==> src/rtl/softmax_pkg.sv <==
// Shared constants and FSM state type for the softmax output stream blocks.
package softmax_pkg;

  localparam int unsigned DATA_SIZE = 16;
  localparam int unsigned LANES     = 2;
  localparam int unsigned IDX_SIZE  = 8;

  typedef enum logic {
    S_RUN,
    S_RESULT
  } state_t;

endpackage

==> src/rtl/softmax_skid_16.sv <==
// 2-entry AXI-stream skid buffer (data + last); registered s_ready_o, latency 1.
module softmax_skid_16
  import softmax_pkg::*;
#(
  parameter int unsigned data_size = DATA_SIZE
) (
  input  logic                       clk_i,
  input  logic                       rst_i,
  input  logic                       s_valid_i,
  input  logic                       s_last_i,
  input  logic [LANES*data_size-1:0] s_data_i,
  output logic                       s_ready_o,
  input  logic                       m_ready_i,
  output logic                       m_valid_o,
  output logic                       m_last_o,
  output logic [LANES*data_size-1:0] m_data_o
);

  localparam int unsigned W = LANES * data_size;

  logic [W-1:0] head_data_q, head_data_d, tail_data_q, tail_data_d;
  logic         head_last_q, head_last_d, tail_last_q, tail_last_d;
  logic [1:0]   count_q, count_d;
  logic         s_ready_q, s_ready_d;
  logic         push, pop;

  assign push = s_valid_i & s_ready_q;
  assign pop  = (count_q != 2'd0) & m_ready_i;

  // Next occupancy and entry contents; head is always the oldest beat.
  always_comb begin
    head_data_d = head_data_q;
    head_last_d = head_last_q;
    tail_data_d = tail_data_q;
    tail_last_d = tail_last_q;
    count_d     = count_q;
    unique case ({push, pop})
      2'b10: begin
        if (count_q == 2'd0) begin
          head_data_d = s_data_i;
          head_last_d = s_last_i;
        end else begin
          tail_data_d = s_data_i;
          tail_last_d = s_last_i;
        end
        count_d = count_q + 2'd1;
      end
      2'b01: begin
        head_data_d = tail_data_q;
        head_last_d = tail_last_q;
        count_d     = count_q - 2'd1;
      end
      2'b11: begin
        if (count_q == 2'd1) begin
          head_data_d = s_data_i;
          head_last_d = s_last_i;
        end else begin
          head_data_d = tail_data_q;
          head_last_d = tail_last_q;
          tail_data_d = s_data_i;
          tail_last_d = s_last_i;
        end
      end
      default: ;
    endcase
    s_ready_d = (count_d != 2'd2);
  end

  // Entry and occupancy registers; reset empties the buffer.
  always_ff @(posedge clk_i) begin
    if (rst_i) begin
      head_data_q <= '0;
      head_last_q <= 1'b0;
      tail_data_q <= '0;
      tail_last_q <= 1'b0;
      count_q     <= '0;
      s_ready_q   <= 1'b0;
    end else begin
      head_data_q <= head_data_d;
      head_last_q <= head_last_d;
      tail_data_q <= tail_data_d;
      tail_last_q <= tail_last_d;
      count_q     <= count_d;
      s_ready_q   <= s_ready_d;
    end
  end

  assign s_ready_o = s_ready_q;
  assign m_valid_o = (count_q != 2'd0);
  assign m_last_o  = head_last_q;
  assign m_data_o  = head_data_q;

endmodule

==> src/rtl/softmax_argmax_16.sv <==
// Passthrough of the softmax probability stream with per-vector argmax result.
// Optional SOFTMAX_ARGMAX_SUM_EN adds res_sum_o, the sum of all lanes of the vector.
module softmax_argmax_16
  import softmax_pkg::*;
#(
  parameter int unsigned data_size = DATA_SIZE,
  parameter int unsigned idx_size  = IDX_SIZE
) (
  input  logic                       axi_clock_i,
  input  logic                       axi_reset_i,
  input  logic                       s_axis_valid_i,
  input  logic                       s_axis_last_i,
  input  logic [LANES*data_size-1:0] s_axis_data_i,
  output logic                       s_axis_ready_o,
  input  logic                       m_axis_ready_i,
  output logic                       m_axis_valid_o,
  output logic                       m_axis_last_o,
  output logic [LANES*data_size-1:0] m_axis_data_o,
  input  logic                       res_ready_i,
  output logic                       res_valid_o,
  output logic [idx_size-1:0]        res_index_o,
  output logic [data_size-1:0]       res_value_o,
  output logic                       overflow_o
`ifdef SOFTMAX_ARGMAX_SUM_EN
  ,
  output logic [data_size+idx_size-1:0] res_sum_o
`endif
);

  localparam logic [idx_size:0] CNT_STEP = (idx_size + 1)'(LANES);

  state_t                state_q, state_d;
  logic [data_size-1:0]  max_q, max_d, res_value_q, res_value_d, beat_max;
  logic [idx_size-1:0]   idx_q, idx_d, res_index_q, res_index_d, beat_idx;
  logic [idx_size:0]     cnt_q, cnt_d, cnt_next;
  logic                  res_valid_q, res_valid_d, overflow_q, overflow_d;
  logic                  skid_ready, last_ok, accept, in_range;
  logic [data_size-1:0]  lane0, lane1;

  assign lane0    = s_axis_data_i[data_size-1:0];
  assign lane1    = s_axis_data_i[2*data_size-1:data_size];
  // A last beat may enter only once the previous result is gone or leaves this cycle.
  assign last_ok  = (state_q == S_RUN) | res_ready_i;
  assign s_axis_ready_o = skid_ready & (~s_axis_last_i | last_ok);
  assign accept   = s_axis_valid_i & s_axis_ready_o;
  // Count is always even, so its MSB alone says both lanes are past the index limit.
  assign in_range = ~cnt_q[idx_size];

  softmax_skid_16 #(.data_size(data_size)) u_skid (
    .clk_i     (axi_clock_i),
    .rst_i     (axi_reset_i),
    .s_valid_i (s_axis_valid_i & (~s_axis_last_i | last_ok)),
    .s_last_i  (s_axis_last_i),
    .s_data_i  (s_axis_data_i),
    .s_ready_o (skid_ready),
    .m_ready_i (m_axis_ready_i),
    .m_valid_o (m_axis_valid_o),
    .m_last_o  (m_axis_last_o),
    .m_data_o  (m_axis_data_o)
  );

  // Running max folded with this beat's lanes in order lane0, lane1; strict > keeps lowest index.
  always_comb begin
    beat_max = max_q;
    beat_idx = idx_q;
    if (cnt_q == '0) begin
      beat_max = lane0;
      beat_idx = '0;
    end else if (in_range && (lane0 > beat_max)) begin
      beat_max = lane0;
      beat_idx = cnt_q[idx_size-1:0];
    end
    if (in_range && (lane1 > beat_max)) begin
      beat_max = lane1;
      beat_idx = {cnt_q[idx_size-1:1], 1'b1};
    end
    cnt_next = in_range ? cnt_q + CNT_STEP : cnt_q;
  end

  // Result FSM and tracker update; a last accept overrides the handshake exit to S_RUN.
  always_comb begin
    state_d     = state_q;
    max_d       = max_q;
    idx_d       = idx_q;
    cnt_d       = cnt_q;
    res_valid_d = res_valid_q;
    res_index_d = res_index_q;
    res_value_d = res_value_q;
    overflow_d  = overflow_q;
    unique case (state_q)
      S_RUN: ;
      S_RESULT: begin
        if (res_ready_i) begin
          state_d     = S_RUN;
          res_valid_d = 1'b0;
        end
      end
    endcase
    if (accept) begin
      if (!in_range) overflow_d = 1'b1;
      if (s_axis_last_i) begin
        state_d     = S_RESULT;
        res_valid_d = 1'b1;
        res_index_d = beat_idx;
        res_value_d = beat_max;
        max_d       = '0;
        idx_d       = '0;
        cnt_d       = '0;
      end else begin
        max_d = beat_max;
        idx_d = beat_idx;
        cnt_d = cnt_next;
      end
    end
  end

  // State, tracker and result registers.
  always_ff @(posedge axi_clock_i) begin
    if (axi_reset_i) begin
      state_q     <= S_RUN;
      max_q       <= '0;
      idx_q       <= '0;
      cnt_q       <= '0;
      res_valid_q <= 1'b0;
      res_index_q <= '0;
      res_value_q <= '0;
      overflow_q  <= 1'b0;
    end else begin
      state_q     <= state_d;
      max_q       <= max_d;
      idx_q       <= idx_d;
      cnt_q       <= cnt_d;
      res_valid_q <= res_valid_d;
      res_index_q <= res_index_d;
      res_value_q <= res_value_d;
      overflow_q  <= overflow_d;
    end
  end

  assign res_valid_o = res_valid_q;
  assign res_index_o = res_index_q;
  assign res_value_o = res_value_q;
  assign overflow_o  = overflow_q;

`ifdef SOFTMAX_ARGMAX_SUM_EN
  localparam int unsigned SUM_W = data_size + idx_size;

  logic [SUM_W-1:0] sum_q, sum_d, res_sum_q, res_sum_d, beat_sum;

  // Lane accumulator, latched into the result on the last beat and then cleared.
  always_comb begin
    beat_sum  = sum_q + SUM_W'(lane0) + SUM_W'(lane1);
    sum_d     = sum_q;
    res_sum_d = res_sum_q;
    if (accept) begin
      if (s_axis_last_i) begin
        res_sum_d = beat_sum;
        sum_d     = '0;
      end else begin
        sum_d = beat_sum;
      end
    end
  end

  // Accumulator and result sum registers.
  always_ff @(posedge axi_clock_i) begin
    if (axi_reset_i) begin
      sum_q     <= '0;
      res_sum_q <= '0;
    end else begin
      sum_q     <= sum_d;
      res_sum_q <= res_sum_d;
    end
  end

  assign res_sum_o = res_sum_q;
`endif

endmodule
==> config.mk <==
export PLATFORM = sky130hd
export DESIGN_NAME = softmax_argmax_16
export DESIGN_NICKNAME = d
export VERILOG_FILES = /design/src/rtl/softmax_pkg.sv /design/src/rtl/softmax_skid_16.sv /design/src/rtl/softmax_argmax_16.sv
export SDC_FILE = /design/constraint.sdc
export NUM_CORES = 1
export LEC_CHECK = 0
export BUFFER_PORTS_ARGS = -buffer_cell sky130_fd_sc_hd__buf_4
export CORE_MARGIN = 2
export CORE_UTILIZATION = 53
export CTS_BUF_LIST = sky130_fd_sc_hd__clkbuf_4
export CTS_CLUSTER_SIZE = 40
export DETAILED_ROUTE_END_ITERATION = 6
export PLACE_DENSITY = 0.82
export SYNTH_ARGS = -nofsm -noshare
export SYNTH_HDL_FRONTEND = slang
export SYNTH_SLANG_ARGS = --single-unit
==> constraint.sdc <==
create_clock -name axi_clock_i -period 5.23 [get_ports axi_clock_i]
set_clock_uncertainty 0.2 [all_clocks]
set_input_delay 1.046 -clock axi_clock_i [delete_from_list [all_inputs] [get_ports axi_clock_i]]
set_output_delay 1.046 -clock axi_clock_i [all_outputs]
set_load 0.05 [all_outputs]
After elaboration in Yosys (flattened, before gate mapping) --
Cells that the tools add are included.
Word-level totals: register bits 129, bits of input ports 38, output and inout port bits 61, logic and storage cells 82
Operators by class: $add $sub $neg 3, magnitude comparators 2, eq/ne operators 9, multiplexer cells 31, bitwise operators 10, reduce and logical (&&, ||, !) cells 12
Operators with widths (number):
- 32-bit two-way mux | 4
- 32-bit case mux with 3 select lines | 1
- 16-bit two-way mux | 4
- 32-bit case mux with 2 select lines | 1
- 16-bit greater-than comparator | 2
- 8-bit two-way mux | 4
- 9-bit two-way mux | 2
- 1-bit two-way mux | 12
- 9-bit by 2-bit adder with 9-bit output (second input constant) | 1
- 9-bit zero test | 1
- 2-bit != test (second input constant) | 4
- 2-bit AND reduction | 4
- 1-bit AND | 5
- 2-bit by 1-bit equality test with 1-bit output (second input constant) | 2
- 2-bit equality test (second input constant) | 2
- 2-bit case mux with 2 select lines | 1
- 2-bit nonzero test | 2
- 1-bit NOT | 3
- 1-bit case mux with 3 select lines | 1
- 3-bit AND reduction | 1
- 3-bit nonzero test | 1
- 2-bit by 1-bit adder with 2-bit output (second input constant) | 1
- 1-bit logical AND | 2
- 2-bit zero test | 1
- other kinds (4) | 5

Longest topological paths before layout --
depth after elaboration 8, gate-level depth with buffers 21, mapped depth without buffers 17

Cells and area by module --
From an unflattened synthesis, not the netlist that was laid out.
Unflattened totals: cells, all modules 774, area total of the unflattened synthesis 6941.7 sq um
By module, submodules not included:
- softmax_skid_16 | instances 1, cells each 388, area an instance 3473.3 sq um, sequential area each 1381.3 sq um
- softmax_argmax_16 | instances 1, cells each 386, area an instance 3468.3 sq um, sequential area each 1181.1 sq um

Worst setup path after synthesis --
OpenSTA, ideal clock, no wires.
kind input -> register, from input s_axis_data_i[15], to register res_index_q[1], in the netlist res_index_o[1], setup time 122 ps, arrival 4712 ps, required time 4908 ps, path slack 197 ps, cell stages on the path 17, path buffers 2, cell sequence ha_1 -> nand4_2 -> nor3_1 -> or4_4 -> o31ai_2 -> a21boi_4 -> buf_8 -> buf_12 -> mux2i_1 -> ha_1 -> a21oi_1 -> o21ai_0 -> a21oi_1 -> o2bb2ai_1 -> o21ai_0 -> a21oi_1 -> a221o_1
Between the ends: longest elaborated chain between the ends 7, elaborated cells between the ends (all ways) 9, classes of those cells 2 x order compare; 5 x mux; 2 x reduce/logical
RTL lines:
- start, declared | line softmax_argmax_16.sv:13 | input logic [LANES*data_size-1:0] s_axis_data_i,
- 16-bit greater-than comparator | line softmax_argmax_16.sv:69 | end else if (in_range && (lane0 > beat_max)) begin
- 1-bit logical AND | line softmax_argmax_16.sv:69
- 16-bit two-way mux | line softmax_argmax_16.sv:69
- 16-bit two-way mux | line softmax_argmax_16.sv:66 | if (cnt_q == '0) begin
- 16-bit greater-than comparator | line softmax_argmax_16.sv:73 | if (in_range && (lane1 > beat_max)) begin
- 1-bit logical AND | line softmax_argmax_16.sv:73
- 8-bit two-way mux (*) | line softmax_argmax_16.sv:73
- end signal, assigned | line softmax_argmax_16.sv:134 | res_index_q <= res_index_d;
- end, declared | line softmax_argmax_16.sv:34 | logic [idx_size-1:0] idx_q, idx_d, res_index_q, res_index_d, beat_idx;
Mark *: on every way between the ends. The rest lies on a longest branch, timed or not. A chain may end at the register's enable or synchronous reset.

Final worst setup path --
Same ends and word-level chain as after synthesis.

==> results_dict.tcl <==
set metrics [dict create \
    status "finished with violations" \
    violations "design-rule violations" \
    placeableCoreArea_mm2 0.01094 \
    p_comb_share_pct 20.0 \
    floorplan.initialDensity_pct 54.74 \
    grt_pass1_vias 5377 \
    cts-root-buf "clkbuf_4" \
    yosysSeqAreaShare_pct 42.81 \
    worst_setup_path_end_kind "flip-flop" \
    cts.sinks 128 \
    syn_to_final_growth_pct 25.21 \
    fmax_ghz 0.2039 \
    crit_arrival_ns 5.13 \
    power.share.clock_pct 35.8 \
    tightest_slew_ns 0.8574 \
    path_depth 18 \
    grt_max_degree 86 \
    grt_overflow 0 \
    synthFlopType "dfxtp_1" \
    nets 900 \
    drt_iter0_drc 392 \
    num_vias 5708 \
    r2r_slack_ns 0.49 \
    synthCells 701 \
    grt_usage_pct 27.61 \
    multiInputGateArea_mm2 0.003088 \
    synthesis.area_mm2 0.005986 \
    ant_nets 0 \
    maxSlewHeadroom_pct 42.84 \
    worstSetupEndpoint "res_index_o[1]" \
    h-tree-depth 4 \
    maxCapViolCount 0 \
    rows 38 \
    top_layer "met4" \
    synth_area_per_cell_um2 8.539 \
    cts_hold_buf 0 \
    setup.worst_path.start "s_axis_data_i[15]" \
    crit_family "compound AO/OA/AOI/OAI gates" \
    clkLatencyLatePin_ns 0.55 \
    wl_per_cell_um 16.63 \
    worstReg2RegEnd "res_index_o[1]" \
    place_hpwl_um 11810 \
    ys_ff_latch 128 \
    register_area_mm2 0.002562 \
    ir_drop_mv 0.2407 \
    yosysWarnings 0 \
    tns_ns 0 \
    critical_path_buf_inv_count 4 \
    cp_max_fo 9 \
    yosysUniqueCellTypes 45 \
    grt_first_pass_wirelength_um 25840 \
    layout-drive-gt1-share_pct 22.58 \
    antenna_found_initial 0 \
    leakagePower_nw 3.082 \
    synth-edff-count 0 \
    wl_met1_um 6715 \
    crit_path_start_kind "input pin" \
    crit_top_cell "buf_4" \
    period_needed_ns 4.904 \
    async_reset_ff_share_pct 0 \
    dieHeight_um 110.3 \
    dr.pass1.iters 7 \
    cts_buffer_depth 2 \
    power_frac_seq_pct 44.2 \
    met2_wirelength_um 8265 \
    p_sw_share_pct 30.06 \
    crit_chain "buf_4, ha_1, nand4_2, buf_4, nor4_1, a21boi_0, o31ai_2, a21boi_4, buf_12, mux2i_1, ha_1, nand4_1, nor4_1, a21oi_1, o21ai_1, a21oi_1, buf_4, a221o_1" \
    p_sw_w 0.0007227 \
    cts-buffers-inserted 17 \
    fill_cells 848 \
    wl_met3_um 939 \
    power_density_mw_per_mm2 320.8 \
    clk_pin_slew_worst_paths_ns 0.11 \
    cts_tree "yes" \
    worst_slack_ns 0.3256 \
    worstPathRequired_ns 5.46 \
    worst_path_max_delay_cell "nor4_1" \
    vias_per_cell 5.842 \
    rsz0062_at_grt "false" \
    drc_errors 1 \
    slowest_delay_ns 0.47 \
    crit_type "in -> reg" \
    wirelength_um 16250 \
    place_ws_ns -0.2371 \
    setup_viol 0 \
    numPortBuffers 98 \
    finalCritPeriodShare_pct 93.77 \
    place_congestion 0.9078 \
    timing.rr.start "max_q[15]" \
    syn_nets 777 \
    die_area_mm2 0.01216 \
    hold_class "reg -> reg" \
    p_int_w 0.001682 \
    die_w_um 110.3 \
    reg2regPathDepth 18 \
    antenna_cells 0 \
    slew_viol_final 0 \
    io_pins 99 \
    hold_viol_final 0 \
]
## worst min-delay path, delay by kind of cell, from the launching register on
family / cells / cell delay [ns]
flip-flops: 1 / 0.33
AND/OR/NAND/NOR: 1 / 0.05
AO/OA/AOI/OAI: 1 / 0.05
## synth_stat cells (2+ instances only)
cell type	instances	share of area (%)
o21ai_0	20	1.7
dfxtp_1	128	43
nor3_1	6	0.50
and2_1	9	0.94
nand3b_1	3	0.38
and3_1	3	0.31
nand2b_1	2	0.21
a221o_1	7	1.2
a32oi_1	16	2.3
nor4_1	4	0.42
a22oi_1	33	4.1
nand3_1	4	0.33
mux2i_1	18	3.0
nand4_1	3	0.31
a22o_1	7	1.0
clkbuf_1	41	2.6
buf_2	2	0.17
nand2_1	107	6.7
inv_1	40	2.5
ha_1	38	7.9
nor2_1	54	3.4
or2_2	2	0.21
a211oi_1	33	4.1
a21oi_1	71	5.9
o21ai_1	9	0.75
o221ai_1	16	2.3
o21a_1	2	0.25
nor2b_1	6	0.63
## per-stage QoR
step / std cells / total power, W / utilization (%) / area [um2] / hold slack (ns)
after CTS: 977 / 0.002411 / 68.54 / 7495 / 0.2660
final: 977 / 0.002404 / 68.54 / 7495 / 0.2643
after detailed placement: 945 / 0.001561 / 65.14 / 7123 / 0.2487
after global routing: 977 / 0.002503 / 68.54 / 7495 / 0.2827
after floorplan: 701 / 0.001382 / - / 5986 / 0.2360
after global placement: 945 / 0.001546 / 65.14 / 7123 / 0.2418
## state kept, by name, indices dropped and copies added, names as in the netlist, 2 cells and up
name / count
u_skid.count_q: 2
max_q: 16
res_index_o: 8
cnt_q: 8
u_skid.tail_data_q: 32
u_skid.m_data_o: 32
idx_q: 8
res_value_o: 16
## layer usage
layer	vias up	global-route usage [%]
met3	36	6.055
met5	-	0
met4	0	11.88
li1	2784	-
met1	2698	33.85
met2	190	46.67
## cell usage in the layout, fill, tap and decap left out, types with 18 or more instances in the layout
cell,synthesis,final
buf_4,0,147
a21oi_1,71,70
mux2i_1,18,18
o21ai_0,20,18
inv_1,40,40
clkbuf_4,0,18
nor2_1,54,53
a22oi_1,33,33
dfxtp_1,128,128
nand2_1,107,107
a211oi_1,33,33
ha_1,38,38
## worst min path at each step
stage | startpoint | depth (start not counted) | to | slack [ns]
final | u_skid.tail_data_q[22] | 2 | u_skid.tail_data_q[22] | 0.26
after global placement | u_skid.tail_data_q[14] | 2 | u_skid.tail_data_q[14] | 0.24
after floorplan | u_skid.tail_data_q[0] | 2 | u_skid.tail_data_q[0] | 0.24
after global routing | u_skid.tail_data_q[16] | 2 | u_skid.tail_data_q[16] | 0.28
after CTS | u_skid.tail_last_q | 2 | u_skid.tail_last_q | 0.27
after detailed placement | u_skid.tail_data_q[29] | 2 | u_skid.tail_data_q[29] | 0.25
## power groups by stage
stage                     registers [W]  clock network (W)  logic [W]
after floorplan                 0.00119                  0   0.000194
after global placement          0.00108                  0   0.000465
after detailed placement        0.00108                  0   0.000478
after CTS                       0.00106           0.000868   0.000480
after global routing            0.00107           0.000912   0.000522
final                           0.00106           0.000861   0.000481
## kinds of logic after synthesis
group | count (synthesis) | synth area share, %
buf+inv | 86 | 5.895
compound gates | 223 | 25.25
fa+ha+maj | 38 | 7.943
flops | 128 | 42.81
mux | 18 | 3.010
simple gates | 208 | 15.09
## final cells by class
cell class | instances | share of cell area, %
well taps | 140 | 2.337
clock inverters | 14 | 3.155
clock buffers | 18 | 1.803
flip-flops and latches | 128 | 34.19
multi-input cells | 487 | 41.20
inverters | 41 | 2.053
repair buffers | 149 | 15.26
## timing repair
| action | CTS | global route |
|---|---|---|
| gates resized for setup | 0 | 1 |
| setup buffers | 0 | 0 |
| setup endpoints to repair | 0 | 7 |
No activity file was read; power rests on OpenSTA's default activity.
